**src/rtl/mod_const_mul_seq.sv**
```systemverilog
// Digit-serial (CONST * x) mod MODULUS: one DIGIT_W-bit digit per clock, LSB digit first, via an elaboration-time residue ROM.
// Optional MOD_EARLY_EXIT_EN: finish as soon as the remaining upper digits are all zero.
module mod_const_mul_seq #(
    parameter int MODULUS = 107,
    parameter int CONST   = 37,
    parameter int IN_W    = 18,
    parameter int DIGIT_W = 6
) (
    input  logic                        clk,
    input  logic                        rst,
    input  logic                        in_valid,
    output logic                        in_ready,
    input  logic [IN_W-1:0]             in_data,
    output logic                        out_valid,
    input  logic                        out_ready,
    output logic [$clog2(MODULUS)-1:0]  out_data,
    output logic                        busy
);

    localparam int MW    = $clog2(MODULUS);
    localparam int NDIG  = (IN_W + DIGIT_W - 1) / DIGIT_W;
    localparam int OPW   = NDIG * DIGIT_W;
    localparam int NENT  = 2 ** DIGIT_W;
    localparam int IDX_W = (NDIG > 1) ? $clog2(NDIG) : 1;
    localparam int ROM_W = NDIG * NENT * MW;

    // Entry [i][d] = CONST * d * 2^(DIGIT_W*i) mod M, packed flat at address {i, d}.
    function automatic logic [ROM_W-1:0] build_rom();
        logic [ROM_W-1:0]  r;
        longint unsigned   m;
        longint unsigned   c;
        longint unsigned   w;
        longint unsigned   e;
        r = '0;
        m = longint'(MODULUS);
        c = longint'(CONST) % m;
        w = 64'd1 % m;
        for (int i = 0; i < NDIG; i++) begin
            for (int d = 0; d < NENT; d++) begin
                e = (((c * longint'(d)) % m) * w) % m;
                r[(i*NENT + d)*MW +: MW] = MW'(e);
            end
            for (int b = 0; b < DIGIT_W; b++) begin
                w = (w * 64'd2) % m;
            end
        end
        return r;
    endfunction

    localparam logic [ROM_W-1:0] ROM = build_rom();

    // Modular add of two residues; a single conditional subtract suffices since both are < M.
    function automatic logic [MW-1:0] mod_add(input logic [MW-1:0] a, input logic [MW-1:0] b);
        logic [MW:0] s;
        s = {1'b0, a} + {1'b0, b};
        if (s >= (MW+1)'(MODULUS)) begin
            s = s - (MW+1)'(MODULUS);
        end
        return s[MW-1:0];
    endfunction

    typedef enum logic [1:0] {IDLE, ACCUM, DONE} state_t;

    state_t                    state;
    state_t                    state_nxt;
    logic [OPW-1:0]            op;
    logic [MW-1:0]             acc;
    logic [IDX_W-1:0]          idx;
    logic [DIGIT_W-1:0]        digit;
    logic [IDX_W+DIGIT_W-1:0]  rom_addr;
    logic [MW-1:0]             rom_val;
    logic                      last_step;

    // op is shifted down each step, so the current digit is always its low slice.
    assign digit    = op[DIGIT_W-1:0];
    assign rom_addr = {idx, digit};
    assign rom_val  = ROM[int'(rom_addr)*MW +: MW];

`ifdef MOD_EARLY_EXIT_EN
    assign last_step = (idx == IDX_W'(NDIG-1)) || ((op >> DIGIT_W) == '0);
`else
    assign last_step = (idx == IDX_W'(NDIG-1));
`endif

    always_ff @(posedge clk) begin
        if (rst) begin
            state <= IDLE;
        end else begin
            state <= state_nxt;
        end
    end

    always_comb begin
        state_nxt = state;
        case (state)
            IDLE:    if (in_valid)  state_nxt = ACCUM;
            ACCUM:   if (last_step) state_nxt = DONE;
            DONE:    if (out_ready) state_nxt = IDLE;
            default: state_nxt = IDLE;
        endcase
    end

    always_comb begin
        in_ready  = (state == IDLE);
        out_valid = (state == DONE);
        busy      = (state != IDLE);
        out_data  = (state == DONE) ? acc : '0;
    end

    // Accumulator and digit index: cleared on reset and on every accepted operand.
    always_ff @(posedge clk) begin
        if (rst) begin
            acc <= '0;
            idx <= '0;
        end else if (state == IDLE && in_valid) begin
            acc <= '0;
            idx <= '0;
        end else if (state == ACCUM) begin
            acc <= mod_add(acc, rom_val);
            idx <= idx + 1'b1;
        end
    end

    always_ff @(posedge clk) begin
        if (state == IDLE && in_valid) begin
            op <= OPW'(in_data);
        end else if (state == ACCUM) begin
            op <= op >> DIGIT_W;
        end
    end

endmodule

```
**config.mk**
```make
export PLATFORM = sky130hd
export DESIGN_NAME = mod_const_mul_seq
export DESIGN_NICKNAME = d
export VERILOG_FILES = /design/src/rtl/mod_const_mul_seq.sv
export SDC_FILE = /design/constraint.sdc
export NUM_CORES = 1
export LEC_CHECK = 0
export CAP_MARGIN = 20
export CORE_AREA = 2 2 93 95
export CTS_CLUSTER_SIZE = 25
export DETAILED_ROUTE_END_ITERATION = 7
export DIE_AREA = 0 0 95 97
export PLACE_DENSITY = 0.66
export SETUP_SLACK_MARGIN = 0.5
export SYNTH_ARGS = -nofsm -noshare
export SYNTH_HDL_FRONTEND = slang
export SYNTH_SLANG_ARGS = --single-unit
export TNS_END_PERCENT = 50
```
**constraint.sdc**
```tcl
create_clock -name clk -period 4.5 [get_ports clk]
set_clock_uncertainty 0.2 [all_clocks]
set_input_delay 1.125 -clock clk [delete_from_list [all_inputs] [get_ports clk]]
set_output_delay 1.125 -clock clk [all_outputs]
set_load 0.01 [all_outputs]
```
==> results.py <==
metrics = {
    "timing": {
        "setup_tns_ps": 0,
        "setup_viol_count_final": 0,
        "unrepaired_setup_endpoints_after_global_routing": "true",
        "relSlewSlack_pct": 26.4,
        "worst_pin_slew_ps": 1100,
        "drv_slew": 0,
        "timing.final.crit_period_ps": 4210,
        "fmaxAchievable_mhz": 238,
        "layout_worst_path_cycle_share_pct": 93.5,
        "final_hold_vio_count": 0,
        "final.setup.worst_slack_ps": 293,
    },
    "synthesis": {
        "synth-seq-area-share_pct": 20.9,
        "synth-edff-count": 18,
        "syn-instance-count": 460,
        "ys_warn_count": 0,
        "synth_cell_types": 66,
        "synth_area_sq_um": 3630,
        "synth_flop_cell": "edfxtp_1",
        "syn-num-nets": 501,
        "synth_area_per_cell_sq_um": 7.90,
        "synth-async-reset-ratio_pct": 0,
        "number_of_flip_flops_and_latches_in_the_synthesized_netlist": 29,
    },
    "worst_setup_path": {
        "cp_launch_type": "register",
        "timing.critical_path.fanout_max": 8,
        "critical_path_class": "reg -> reg",
        "cp.arrival_ps": 4130,
        "end_kind": "register",
        "timing.critical_path.required_ps": 4420,
    },
    "global_routing": {
        "first_pass_grt_wire_length_um": 18400,
        "grt.total_usage_pct": 24.9,
        "via_count_of_the_first_global_routing_pass": 3770,
        "grt-ovfl-total": 0,
        "grt_max_degree": 51,
        "antenna_violations_before_repair": 0,
    },
    "drt": {
        "remaining_drc_errors": 0,
        "detail_route.vias_per_cell": 6.35,
        "detail_route_antenna_nets": 0,
        "drt_first_iter_violations": 421,
        "via_count": 3922,
        "detail_route.first_pass.iterations": 7,
        "route.detailed.wl_per_inst_um": 18.4,
        "wirelength_um": 11400,
    },
    "cts": {
        "clkSinkCount": 29,
        "cts-htree-levels": 2,
        "cts-buffers-inserted": 5,
        "tritoncts": "built",
        "clk-insertion-delay-late_ps": 280,
        "clkTransAtPathRegs_ps": 70,
        "clk_path_buf_depth": 2,
        "clk_root_buffer_cell": "clkbuf_8",
        "cts_hold_buffers": 0,
    },
    "hold_path": {
        "path_class_of_the_lowest_slack_min_delay_path": "reg -> reg",
    },
    "outcome": {
        "status": "complete, no violations",
    },
    "floorplanning": {
        "ioPinCount": 32,
        "die-width_um": 95,
        "placeableCoreArea_sq_um": 8130,
        "initial_core_util_pct": 44.7,
        "fp.dieArea_sq_um": 9220,
        "row_count": 33,
        "dieHeight_um": 97,
    },
    "power_and_ir_drop": {
        "power_per_cell_area_nw_per_um2": 433,
        "worst_ir_drop_vdd_mv": 0.246,
        "power.leakage_nw": 1.81,
    },
    "finish": {
        "post_route_insts_no_fill": 618,
        "post-route-cell-area_sq_um": 4810,
        "synthToLayoutAreaGrowth_pct": 32.5,
        "diodes_inserted": 0,
        "drive_above_1_share_pct": 28.7,
        "fin_nets": 553,
    },
    "place": {
        "gp_routability_congestion": 0.959,
        "place_area_sq_um": 4290,
        "dpl.hpwl_um": 8130,
        "placement.setup.worst_slack_ps": 87.5,
        "placedCellCount": 584,
        "port_buffers": 31,
    },
    "job": {
        "cap_viol_max_count": 0,
    },
}
## path summary, 6_finish.rpt
| path | start | end | slack, ps | cells after the start |
|---|---|---|---|---|
| max | op[0]$_DFFE_PP_ | acc[3]$_SDFFE_PP0P_ | 290 | 18 |
| min | acc[0]$_SDFFE_PP0P_ | acc[0]$_SDFFE_PP0P_ | 340 | 2 |
| max reg2reg | op[0]$_DFFE_PP_ | acc[3]$_SDFFE_PP0P_ | 290 | 18 |
| min reg2reg | acc[0]$_SDFFE_PP0P_ | acc[0]$_SDFFE_PP0P_ | 340 | 2 |
## flip-flops by register name (all words and copies together), names as in the netlist
| register | flops |
|---|---|
| state | 2 |
| idx | 2 |
| op | 18 |
| acc | 7 |
## kinds of logic after synthesis
group           after synthesis  share of synthesized area [%]
simple gates                154                           22.3
mux                          30                           11.5
fa+ha+maj                    19                           6.75
flops                        29                           20.9
buf+inv                      61                           7.06
xor+xnor                      7                           1.69
compound gates              160                           29.7
## power breakdown
part           total, W  internal [W]  switching, W
Combinational   0.00152      0.000725      0.000794
Clock          0.000209      0.000106      0.000102
Sequential     0.000356      0.000326     0.0000304
## cell usage in the layout (no fill, tap or decap), types with 5 or more instances in the layout
cell type	Yosys	layout
ha_1	18	7
nor2_1	33	29
nor2b_1	12	7
o21ai_0	36	31
nand2b_1	13	11
dfxtp_1	11	11
nand3b_1	5	5
a31oi_1	7	7
clkbuf_8	0	5
inv_1	16	11
mux2i_1	7	6
a211oi_1	15	13
nand2_1	27	26
edfxtp_1	18	18
mux4_2	8	8
and3_1	13	12
ha_4	0	7
nand3_1	11	11
o211ai_1	9	9
clkdlybuf4s50_1	0	31
o21ai_1	13	16
buf_4	3	47
mux2_2	14	13
buf_6	0	6
nor3_1	10	10
and2_1	10	10
a21oi_1	31	28
## metal layers
layer	global-route usage (%)	vias to the layer above	part of all wire, %
met4	9.03	0	2.9
met1	34.6	1835	42
met2	37.8	212	45
li1	-	1839	-
met3	5.53	36	9.8
met5	0	-	0
## timing repair
item                                   in CTS  in global routing
endpoints found under the hold margin       0                  0
buffers inserted                           23                  3
setup endpoints to repair                   7                  7
pin swaps                                  17                 22
resized for setup                          18                 32
## worst max-delay path: stages, from the launching register on
cell      delay [ps]
edfxtp_1         340
buf_6            150
inv_8             50
ha_4             330
nor2b_4           60
buf_6            110
or2_1            220
mux4_2           470
mux2_4           300
o21ai_1          110
o21ai_1           80
ha_1             340
nor3b_1          180
a311oi_2         330
o311ai_4         200
buf_6            170
o31ai_2          190
a2111o_1         160
a21oi_1           40
## Yosys cell counts (12+ instances only)
cell       n  area, sq um
o21ai_0   36          180
nor2_1    33          124
a21oi_1   31          155
nand2_1   27          101
clkbuf_1  22         82.6
edfxtp_1  18          541
ha_1      18          225
inv_1     16         60.1
a211oi_1  15          113
mux2_2    14          158
and3_1    13         81.3
buf_2     13         65.1
nand2b_1  13         81.3
o21ai_1   13         65.1
nor2b_1   12         75.1
## cell type report
type | instances | area (sq um)
fill | 701 | 3320
inverter | 18 | 86.3
timing repair buffer | 88 | 811
clock inverter | 3 | 17.5
sequential | 29 | 761
clock buffer | 5 | 68.8
multi-input combinational | 370 | 2940
tap | 105 | 131
## per-stage QoR
stage / total power [W] / hold slack [ps] / util, %
CTS: 0.00192 / 333 / 56.8
floorplan: 0.00128 / 278 / -
detailed placement: 0.00158 / 323 / 52.7
global route: 0.00222 / 367 / 59.2
finish: 0.00208 / 335 / 59.2
global placement: 0.00157 / 318 / 52.7
Power figures use the tool's default switching activity.
